--- src/rtl/gc_input_pkg.sv ---
// gc_input_pkg: shared widths, button/axis indices, neutral values and conversion helpers
// Ports: none (package). Imported by gc_pad_channel and gc_input_frame_sync.
package gc_input_pkg;
    localparam int GC_BTN_W    = 12;
    localparam int GC_AXIS_W   = 8;
    localparam int GC_NUM_AXES = 6;
    localparam int GC_AXES_W   = GC_AXIS_W * GC_NUM_AXES;
    localparam int GC_STICKS   = 4;
    localparam int GC_TRIGS    = 2;
    typedef enum int {
        BTN_A = 0, BTN_B, BTN_X, BTN_Y, BTN_START, BTN_L, BTN_R, BTN_Z,
        BTN_D_UP, BTN_D_DOWN, BTN_D_RIGHT, BTN_D_LEFT
    } gc_btn_e;
    typedef enum int {
        AX_JOY_X = 0, AX_JOY_Y, AX_C_X, AX_C_Y, AX_L_TRIG, AX_R_TRIG
    } gc_axis_e;
    localparam logic [GC_BTN_W-1:0]  GC_BTN_NEUTRAL   = '0;
    localparam logic [GC_AXIS_W-1:0] GC_STICK_NEUTRAL = 8'h80;
    localparam logic [GC_AXES_W-1:0] GC_AXES_NEUTRAL  = 48'h0000_8080_8080;
    // Offset-binary stick to two's complement, zeroed inside the deadzone.
    // Magnitude of -128 wraps to 8'h80 = 128 unsigned, which is still correct.
    function automatic logic [7:0] stick_dz(input logic [7:0] raw, input logic [7:0] dz);
        logic [7:0] s;
        logic [7:0] mag;
        s   = {~raw[7], raw[6:0]};
        mag = s[7] ? (~s + 8'd1) : s;
        return (mag < dz) ? 8'd0 : s;
    endfunction
    function automatic logic [7:0] trig_dz(input logic [7:0] raw, input logic [7:0] dz);
        return (raw < dz) ? 8'd0 : raw;
    endfunction
endpackage

--- src/rtl/gc_pad_channel.sv ---
// gc_pad_channel: one pad's staging, frame commit, event/deadzone logic and poll timeout
// Ports: i_clk, i_rst (async high), i_commit (frame edge), i_valid/i_buttons/i_axes (poll),
//        o_held/o_pressed/o_released (buttons), o_stick (4x s8), o_trigger (2x u8), o_connected
module gc_pad_channel
    import gc_input_pkg::*;
#(
    parameter int DEADZONE       = 12,
    parameter int TIMEOUT_FRAMES = 8
) (
    input  logic                           i_clk,
    input  logic                           i_rst,
    input  logic                           i_commit,
    input  logic                           i_valid,
    input  logic [GC_BTN_W-1:0]            i_buttons,
    input  logic [GC_AXES_W-1:0]           i_axes,
    output logic [GC_BTN_W-1:0]            o_held,
    output logic [GC_BTN_W-1:0]            o_pressed,
    output logic [GC_BTN_W-1:0]            o_released,
    output logic [GC_STICKS*GC_AXIS_W-1:0] o_stick,
    output logic [GC_TRIGS*GC_AXIS_W-1:0]  o_trigger,
    output logic                           o_connected
);
    localparam logic [7:0] DZ = 8'(DEADZONE);
    localparam logic [7:0] TO = 8'(TIMEOUT_FRAMES);
    logic [GC_BTN_W-1:0]            r_stage_btn;
    logic [GC_AXES_W-1:0]           r_stage_axes;
    logic                           r_seen;
    logic [7:0]                     r_cnt;
    logic [GC_BTN_W-1:0]            r_held, r_pressed, r_released;
    logic [GC_STICKS*GC_AXIS_W-1:0] r_stick;
    logic [GC_TRIGS*GC_AXIS_W-1:0]  r_trigger;
    logic                           r_connected;
    logic [7:0]                     w_cnt_next;
    logic [GC_STICKS*GC_AXIS_W-1:0] w_stick;
    logic [GC_TRIGS*GC_AXIS_W-1:0]  w_trigger;
    assign w_cnt_next = r_seen ? 8'd0 : ((r_cnt >= TO) ? TO : r_cnt + 8'd1);
    always_comb begin
        w_stick   = '0;
        w_trigger = '0;
        for (int k = 0; k < GC_STICKS; k++)
            w_stick[k*GC_AXIS_W +: GC_AXIS_W] = stick_dz(r_stage_axes[k*GC_AXIS_W +: GC_AXIS_W], DZ);
        for (int k = 0; k < GC_TRIGS; k++)
            w_trigger[k*GC_AXIS_W +: GC_AXIS_W] =
                trig_dz(r_stage_axes[(k+GC_STICKS)*GC_AXIS_W +: GC_AXIS_W], DZ);
    end
    // A poll landing in the commit cycle overrides the timeout neutralisation and
    // re-sets seen after the clear, so it counts toward the following frame.
    always_ff @(posedge i_clk or posedge i_rst) begin
        if (i_rst) begin
            r_stage_btn  <= GC_BTN_NEUTRAL;
            r_stage_axes <= GC_AXES_NEUTRAL;
            r_seen       <= 1'b0;
            r_cnt        <= TO;
            r_held       <= '0;
            r_pressed    <= '0;
            r_released   <= '0;
            r_stick      <= '0;
            r_trigger    <= '0;
            r_connected  <= 1'b0;
        end else begin
            if (i_commit) begin
                r_pressed   <= r_stage_btn & ~r_held;
                r_released  <= ~r_stage_btn & r_held;
                r_held      <= r_stage_btn;
                r_stick     <= w_stick;
                r_trigger   <= w_trigger;
                r_cnt       <= w_cnt_next;
                r_connected <= w_cnt_next < TO;
                r_seen      <= 1'b0;
                if (w_cnt_next == TO) begin
                    r_stage_btn  <= GC_BTN_NEUTRAL;
                    r_stage_axes <= GC_AXES_NEUTRAL;
                end
            end
            if (i_valid) begin
                r_stage_btn  <= i_buttons;
                r_stage_axes <= i_axes;
                r_seen       <= 1'b1;
            end
        end
    end
    assign o_held      = r_held;
    assign o_pressed   = r_pressed;
    assign o_released  = r_released;
    assign o_stick     = r_stick;
    assign o_trigger   = r_trigger;
    assign o_connected = r_connected;
endmodule

--- src/rtl/gc_input_frame_sync.sv ---
// gc_input_frame_sync: commits N pads' latest polls once per frame at vsync onset
// Ports: clk_100MHz, reset (async high), vsync, pad_valid/pad_buttons/pad_axes (per pad),
//        frame_strobe, btn_held/btn_pressed/btn_released, stick_out, trigger_out, pad_connected
module gc_input_frame_sync
    import gc_input_pkg::*;
#(
    parameter int NUM_PADS         = 1,
    parameter int DEADZONE         = 12,
    parameter int TIMEOUT_FRAMES   = 8,
    parameter int VSYNC_ACTIVE_LOW = 1
) (
    input  logic                                 clk_100MHz,
    input  logic                                 reset,
    input  logic                                 vsync,
    input  logic [NUM_PADS-1:0]                  pad_valid,
    input  logic [NUM_PADS*GC_BTN_W-1:0]         pad_buttons,
    input  logic [NUM_PADS*GC_AXES_W-1:0]        pad_axes,
    output logic                                 frame_strobe,
    output logic [NUM_PADS*GC_BTN_W-1:0]         btn_held,
    output logic [NUM_PADS*GC_BTN_W-1:0]         btn_pressed,
    output logic [NUM_PADS*GC_BTN_W-1:0]         btn_released,
    output logic [NUM_PADS*GC_STICKS*GC_AXIS_W-1:0] stick_out,
    output logic [NUM_PADS*GC_TRIGS*GC_AXIS_W-1:0]  trigger_out,
    output logic [NUM_PADS-1:0]                  pad_connected
);
    localparam logic ACTIVE_LVL = (VSYNC_ACTIVE_LOW == 0);
    logic r_vsync;
    logic r_strobe;
    logic w_edge;
    // Edge = previous sample inactive, current sample active.
    assign w_edge = (r_vsync != ACTIVE_LVL) && (vsync == ACTIVE_LVL);
    // Resetting to the active level keeps a vsync already active at release from
    // producing a spurious commit.
    always_ff @(posedge clk_100MHz or posedge reset) begin
        if (reset) begin
            r_vsync  <= ACTIVE_LVL;
            r_strobe <= 1'b0;
        end else begin
            r_vsync  <= vsync;
            r_strobe <= w_edge;
        end
    end
    assign frame_strobe = r_strobe;
    for (genvar g = 0; g < NUM_PADS; g++) begin : g_pad
        gc_pad_channel #(
            .DEADZONE      (DEADZONE),
            .TIMEOUT_FRAMES(TIMEOUT_FRAMES)
        ) u_ch (
            .i_clk      (clk_100MHz),
            .i_rst      (reset),
            .i_commit   (w_edge),
            .i_valid    (pad_valid[g]),
            .i_buttons  (pad_buttons[g*GC_BTN_W +: GC_BTN_W]),
            .i_axes     (pad_axes[g*GC_AXES_W +: GC_AXES_W]),
            .o_held     (btn_held[g*GC_BTN_W +: GC_BTN_W]),
            .o_pressed  (btn_pressed[g*GC_BTN_W +: GC_BTN_W]),
            .o_released (btn_released[g*GC_BTN_W +: GC_BTN_W]),
            .o_stick    (stick_out[g*GC_STICKS*GC_AXIS_W +: GC_STICKS*GC_AXIS_W]),
            .o_trigger  (trigger_out[g*GC_TRIGS*GC_AXIS_W +: GC_TRIGS*GC_AXIS_W]),
            .o_connected(pad_connected[g])
        );
    end
endmodule

--- config.mk ---
export PLATFORM = sky130hd
export DESIGN_NAME = gc_input_frame_sync
export DESIGN_NICKNAME = d
export VERILOG_FILES = /design/src/rtl/gc_input_pkg.sv /design/src/rtl/gc_pad_channel.sv /design/src/rtl/gc_input_frame_sync.sv
export SDC_FILE = /design/constraint.sdc
export NUM_CORES = 1
export LEC_CHECK = 0
export ABC_AREA = 1
export CAP_MARGIN = 20
export CORE_MARGIN = 4
export CORE_UTILIZATION = 50
export DETAILED_ROUTE_END_ITERATION = 10
export PLACE_DENSITY_LB_ADDON = 0.08
export SYNTH_ARGS = -nofsm -noshare
export SYNTH_HDL_FRONTEND = slang
export SYNTH_SLANG_ARGS = --single-unit
--- constraint.sdc ---
create_clock -name clk_100MHz -period 6.25 [get_ports clk_100MHz]
set_input_delay 1.25 -clock clk_100MHz [delete_from_list [all_inputs] [get_ports clk_100MHz]]
set_output_delay 1.25 -clock clk_100MHz [all_outputs]
set_load 0.01 [all_outputs]
==> qor.yml, run 1 <==
critical_path:
  worst-path-max-fanout: 61
  critPathKind: "input pin to flop"
  cp-end-kind: "flop"
  cp_common_cell: "nand2_1"
  cp_top_family: "simple AND/OR/NAND/NOR gates"
  r2r-start: "g_pad[0].u_ch.r_cnt[0]"
  crit_arrival_ps: 3340
  worst-endpoint-required_ps: 6610
  start_kind: "input pin"
  critPathBufInv: 1
  slowest_delay_ps: 640
  cp_slowest_cell: "nand3_4"
  startpoint: "vsync"
  path_cells: "clkdlybuf4s50_1 -> nor2_4 -> nand3_4 -> nand2_1 -> nand2_1 -> nand2_1"
logic_synthesis:
  syn_area_um2: 6360
  synthTopCellsByArea: "dfrtp_1, nand2_1, nand3_1"
  synth_cells: 704
  yosysUniqueCellTypes: 22
  avgSynthCellArea_um2: 9.04
  synth_top_cell_area_share: 0.594
  yosys_register_bits: 156
  yosys_warnings: 0
  yosysSeqAreaShare: 0.614
  yosysTopAreaCell: "dfrtp_1"
  syn_nets: 770
timing:
  final_max_slew_viol_count: 0
  rsz0062_at_grt: "no"
  final.setup.tns_ps: 0
  slew_headroom: 0.383
  hold_viol: 0
  hold_slack_ps: 470
  final.min_clock_period_ps: 2980
  post-route-period-util: 0.477
  clock.fmax_ghz: 0.336
  skew_ps: 6.41
  tightest_slew_ps: 926
  finalSetupViolCount: 0
pwr:
  power.density_nw_per_um2: 325
  finalPower_uw: 2770
  peakVddDrop_v: 0.000238
  power_leakage_uw: 0.00414
drt:
  vias: 5208
  drc: 0
  m1WireLength_um: 6700
  drt_wl_total_um: 15100
  dr_wl_met3_um: 949
  routed_via_density: 5.10
  first_pass_iters: 5
  routed.top_layer: "met4"
  wl_per_cell_um: 14.8
  drtIter0Drc: 389
  drtAntennaViolNets: 0
  dr_wl_met2_um: 7290
floorplanning:
  dieArea_um2: 14600
  rows: 40
  ios: 150
  die_w_um: 121
  floorplan.initialDensity: 0.521
  core-area_um2: 12200
  die_height_um: 121
clock_network:
  cts-root-buf: "clkbuf_16"
  cts_tree: "done"
  cts_setup_buffers: 0
  ctsResizeCount: 0
  hold_buffers: 0
  clock_latency_ps: 420
  cts.sinks: 156
  htreeDepth: 4
  path_clk_slew_ps: 60
  max-clock-path-buffers: 2
  numCtsBuffers: 17
global_route:
  grt_overflow: 0
  track_usage: 0.215
  antenna_found_initial: 0
  grt_pass1_wl_um: 24800
  grt_pass1_vias: 5084
  grt_max_degree: 106
layout:
  area_delta_synth_final_pct: 34.1
  drive_gt1_frac: 0.0680
  final_cell_mix: "nand2_1, dfrtp_1, clkdlybuf4s50_1"
  diodes: 0
  post-route-util: 0.699
  nNetsFinal: 906
  fillers: 1003
  final_common_cell: "nand2_1"
hold_path:
  hp-start: "g_pad[0].u_ch.o_trigger[13]"
  hold_class: "flop to flop"
placement:
  hpwlAfterDp_um: 9810
  io_buffers: 149
  gp_congestion: 0.798
status:
  status: "finished clean"
job:
  drv_cap: 0
-- worst paths after layout --
kind / to / slack [ps] / cells past startpoint
max: g_pad[0].u_ch.r_stage_axes[31] / 3270 / 6
min: g_pad[0].u_ch.o_trigger[13] / 470 / 2
max reg2reg: g_pad[0].u_ch.r_stage_axes[31] / 4050 / 7
min reg2reg: g_pad[0].u_ch.o_trigger[13] / 470 / 2
max in group asynchronous: g_pad[0].u_ch.r_stage_axes[42] / 3650 / 3
min in group asynchronous: g_pad[0].u_ch.o_stick[0] / 1420 / 2
-- worst register-to-register path, cell delays in order, from the launching register on --
cell and delay (ps):
dfrtp_1 370, inv_1 80, ha_1 330, o21ai_2 190, nand3_4 570, nand2_1 440, nand2_1 100, nand2_1 70
-- flip-flops by register name, indices dropped and copies added, names as in the netlist --
| signal | flops |
|---|---|
| g_pad.u_ch.r_seen | 1 |
| g_pad.u_ch.r_stage_btn | 12 |
| g_pad.u_ch.o_stick | 32 |
| g_pad.u_ch.r_cnt | 8 |
| g_pad.u_ch.o_held | 12 |
| frame_strobe | 1 |
| g_pad.u_ch.o_trigger | 16 |
| g_pad.u_ch.o_released | 12 |
| r_vsync | 1 |
| g_pad.u_ch.r_stage_axes | 48 |
| g_pad.u_ch.o_pressed | 12 |
| g_pad.u_ch.o_connected | 1 |
-- kinds of logic after synthesis --
kind of cell | Yosys count | synth area share
flip-flops | 156 | 0.614
adder cells (fa/ha/maj) | 2 | 0.00393
buffers and inverters | 62 | 0.0472
AND/OR/NAND/NOR | 425 | 0.287
XOR/XNOR | 1 | 0.00138
AO/OA/AOI/OAI | 58 | 0.0462
-- metal layers --
| layer | GRT usage | up-vias |
|---|---|---|
| met5 | 0 | - |
| met3 | 0.0491 | 18 |
| met4 | 0.0744 | 0 |
| met2 | 0.343 | 163 |
| met1 | 0.290 | 2503 |
| li1 | - | 2524 |
-- where the power goes --
group	total, µW	internal, µW	switching, µW
sequential	1220	1130	85.5
combinational	447	236	211
clock	1110	721	384
-- area by class of cell --
cell class	instances	area (µm²)	share of cell area
sequential	156	3910	0.458
multi-input combinational	486	2150	0.252
clock inverter	6	130	0.0152
inverter	25	98.8	0.0116
timing repair buffer	154	1520	0.179
clock buffer	26	509	0.0597
tap	168	210	0.0246
-- stage by stage --
| step | cells | cell area [µm²] | setup WS, ps |
|---|---|---|---|
| after CTS | 1021 | 8540 | 3240 |
| after detailed placement | 989 | 7900 | 2860 |
| final | 1021 | 8540 | 3270 |
| after global placement | 989 | 7900 | 2950 |
| after global routing | 1021 | 8540 | 3110 |
| after floorplan | 704 | 6360 | 802 |
-- synthesized netlist by cell type --
library cell and count:
clkbuf_1 15, o21ai_0 57, nand3_2 7, dfrtp_1 151, nor2_1 14, nand4_1 7
ha_1 2, nor3_1 3, buf_4 1, o21ai_2 1, nor2_4 1, or2_2 4
nand3_4 1, nand3b_1 12, buf_6 6, nand3_1 68, nor2_2 2, buf_2 15
inv_1 25, xor2_1 1, dfstp_2 5, nand2_1 306
Power figures use the tool's default switching activity.
==> run 2, diff against run 1 <==
--- a/config.mk
+++ b/config.mk
@@ -8,7 +8,7 @@
 export ABC_AREA = 1
 export CAP_MARGIN = 20
 export CORE_MARGIN = 4
-export CORE_UTILIZATION = 50
+export CORE_UTILIZATION = 45
 export DETAILED_ROUTE_END_ITERATION = 10
 export PLACE_DENSITY_LB_ADDON = 0.08
 export SYNTH_ARGS = -nofsm -noshare
==> constraint.sdc (replaced) <==
create_clock -name clk_100MHz -period 2.4 [get_ports clk_100MHz]
set_input_delay 0.48 -clock clk_100MHz [delete_from_list [all_inputs] [get_ports clk_100MHz]]
set_output_delay 0.48 -clock clk_100MHz [all_outputs]
set_load 0.01 [all_outputs]
==> run 2 against run 1 <==
  * Critical path depth is 5 lower
  * Critical endpoint is now btn_held[2]
  * Via count is 1.1% lower
  * Largest cell class unchanged
  * Sequential power grew to 2.6 times the previous value
  * Setup slack worse by 2700 ps
  * Register-to-register slack worse by 3400 ps
  * Highest routed layer unchanged
  * Global-route usage is 1.8 points lower
  * Largest power group unchanged
==> qor.yml, run 2 (synthesized netlist as in run 1, its figures left out) <==
status:
  status: "finished clean"
layout:
  largest-register: "g_pad.u_ch.r_stage_axes"
  largest_reg_flops: 48
  final_cell_mix: "nand2_1, dfrtp_1, clkdlybuf4s50_1"
  fin_area_um2: 8490
  final_common_cell: "nand2_1"
  diodes: 0
  area_delta_synth_final_pct: 33.5
  drive_gt1_frac: 0.0690
  nNetsFinal: 912
critical_path:
  worst-path-max-fanout: 4
  cp-end-kind: "output pin"
  critPathKind: "flop to output pin"
  critPathBufInv: 1
  path_cells: "clkdlybuf4s50_1"
  cp_slowest_cell: "clkdlybuf4s50_1"
  slowest_delay_ps: 560
  crit_arrival_ps: 1380
  worst-endpoint-required_ps: 1920
  start_kind: "flop"
  cp_top_family: "buffers and inverters"
floorplanning:
  rows: 43
  dieArea_um2: 16100
  floorplan.initialDensity: 0.459
  die_w_um: 127
  core-area_um2: 13900
  die_height_um: 127
  ios: 150
drt:
  drtAntennaViolNets: 0
  first_pass_iters: 4
  wl_per_cell_um: 14.7
  routed_via_density: 4.98
  vias: 5150
  drt_wl_total_um: 15200
  drc: 0
  drtIter0Drc: 370
placement:
  gp_congestion: 0.836
  place_area_um2: 7990
  io_buffers: 149
  hpwlAfterDp_um: 10200
pwr:
  finalPower_uw: 6680
  switching_share: 0.258
  power.switching_uw: 1720
  peakVddDrop_v: 0.000499
  combPwrFrac: 0.175
  p_int_uw: 4950
  power.density_nw_per_um2: 786
  power_leakage_uw: 0.00411
  p_clk_frac: 0.349
  seqPwrFrac: 0.477
global_route:
  antenna_found_initial: 0
  grt_overflow: 0
  grt_pass1_wl_um: 25400
  grt_max_degree: 104
  track_usage: 0.197
  grt_pass1_vias: 5171
timing:
  final.min_clock_period_ps: 1860
  finalSetupViolCount: 0
  clock.fmax_ghz: 0.538
  post-route-period-util: 0.774
  hold_viol: 0
  slew_headroom: 0.552
  final_max_slew_viol_count: 0
  rsz0062_at_grt: "no"
  skew_ps: 13.0
  tightest_slew_ps: 671
clock_network:
  numCtsBuffers: 17
  ctsResizeCount: 0
  cts_tree: "done"
  htreeDepth: 4
  cts-root-buf: "clkbuf_16"
  path_clk_slew_ps: 60
  cts.sinks: 156
  hold_buffers: 0
  clock_latency_ps: 420
  max-clock-path-buffers: 2
  cts_setup_buffers: 0
hold_path:
  hold_class: "flop to flop"
job:
  drv_cap: 0
run 2: cell count changes in the layout (fill, tap and decap cells not counted), moves of 2 or more:
cell	before	now
bufinv_16	4	0
buf_12	0	3
buf_4	5	8
clkbuf_8	5	3
run 2: final cells by class:
class	instances	area, µm²
Sequential cell	156	3910
Multi-Input combinational cell	486	2150
Clock inverter	3	15.0
Fill cell	1216	5390
Tap cell	180	225
Timing Repair Buffer	160	1610
Inverter	25	97.6
Clock buffer	25	485
run 2: metrics by stage:
stage | setup WS [ps] | hold slack (ps) | TNS, ps | instances | util
global placement | 368 | 460 | 0 | 1007 | 0.576
CTS | 522 | 480 | 0 | 1035 | 0.612
detailed placement | 330 | 466 | 0 | 1007 | 0.576
floorplan | -48.8 | 469 | -7370 | 704 | -
global route | 407 | 501 | 0 | 1035 | 0.612
finish | 543 | 473 | 0 | 1035 | 0.612
run 2: final timing paths:
kind,cells after the start,from,slack [ps],endpoint
worst max-delay path,1,g_pad[0].u_ch.o_held[2],540,btn_held[2]
worst min-delay path,2,g_pad[0].u_ch.o_trigger[5],470,g_pad[0].u_ch.o_trigger[5]
worst max register to register,8,g_pad[0].u_ch.r_cnt[1],610,g_pad[0].u_ch.r_stage_axes[7]
worst min register to register,2,g_pad[0].u_ch.o_trigger[5],470,g_pad[0].u_ch.o_trigger[5]
max in group asynchronous,3,reset,1270,g_pad[0].u_ch.o_trigger[8]
min in group asynchronous,3,reset,570,g_pad[0].u_ch.o_pressed[3]
run 2: power by group through the flow:
stage          logic, µW  registers [µW]  clock network (µW)
2_1_floorplan        415            3280                   0
3_3_place_gp        1160            3210                   0
3_5_place_dp        1190            3220                   0
4_1_cts             1190            3180                2370
5_1_grt             1290            3220                2470
6_report            1170            3180                2330
run 2: layer usage:
layer	wire length (µm)	share of wire	track usage	vias up
met3	974	0.064	0.0476	14
li1	-	-	-	2527
met4	192	0.013	0.0650	0
met5	0	0	0	-
met1	6800	0.45	0.266	2464
met2	7210	0.48	0.314	145
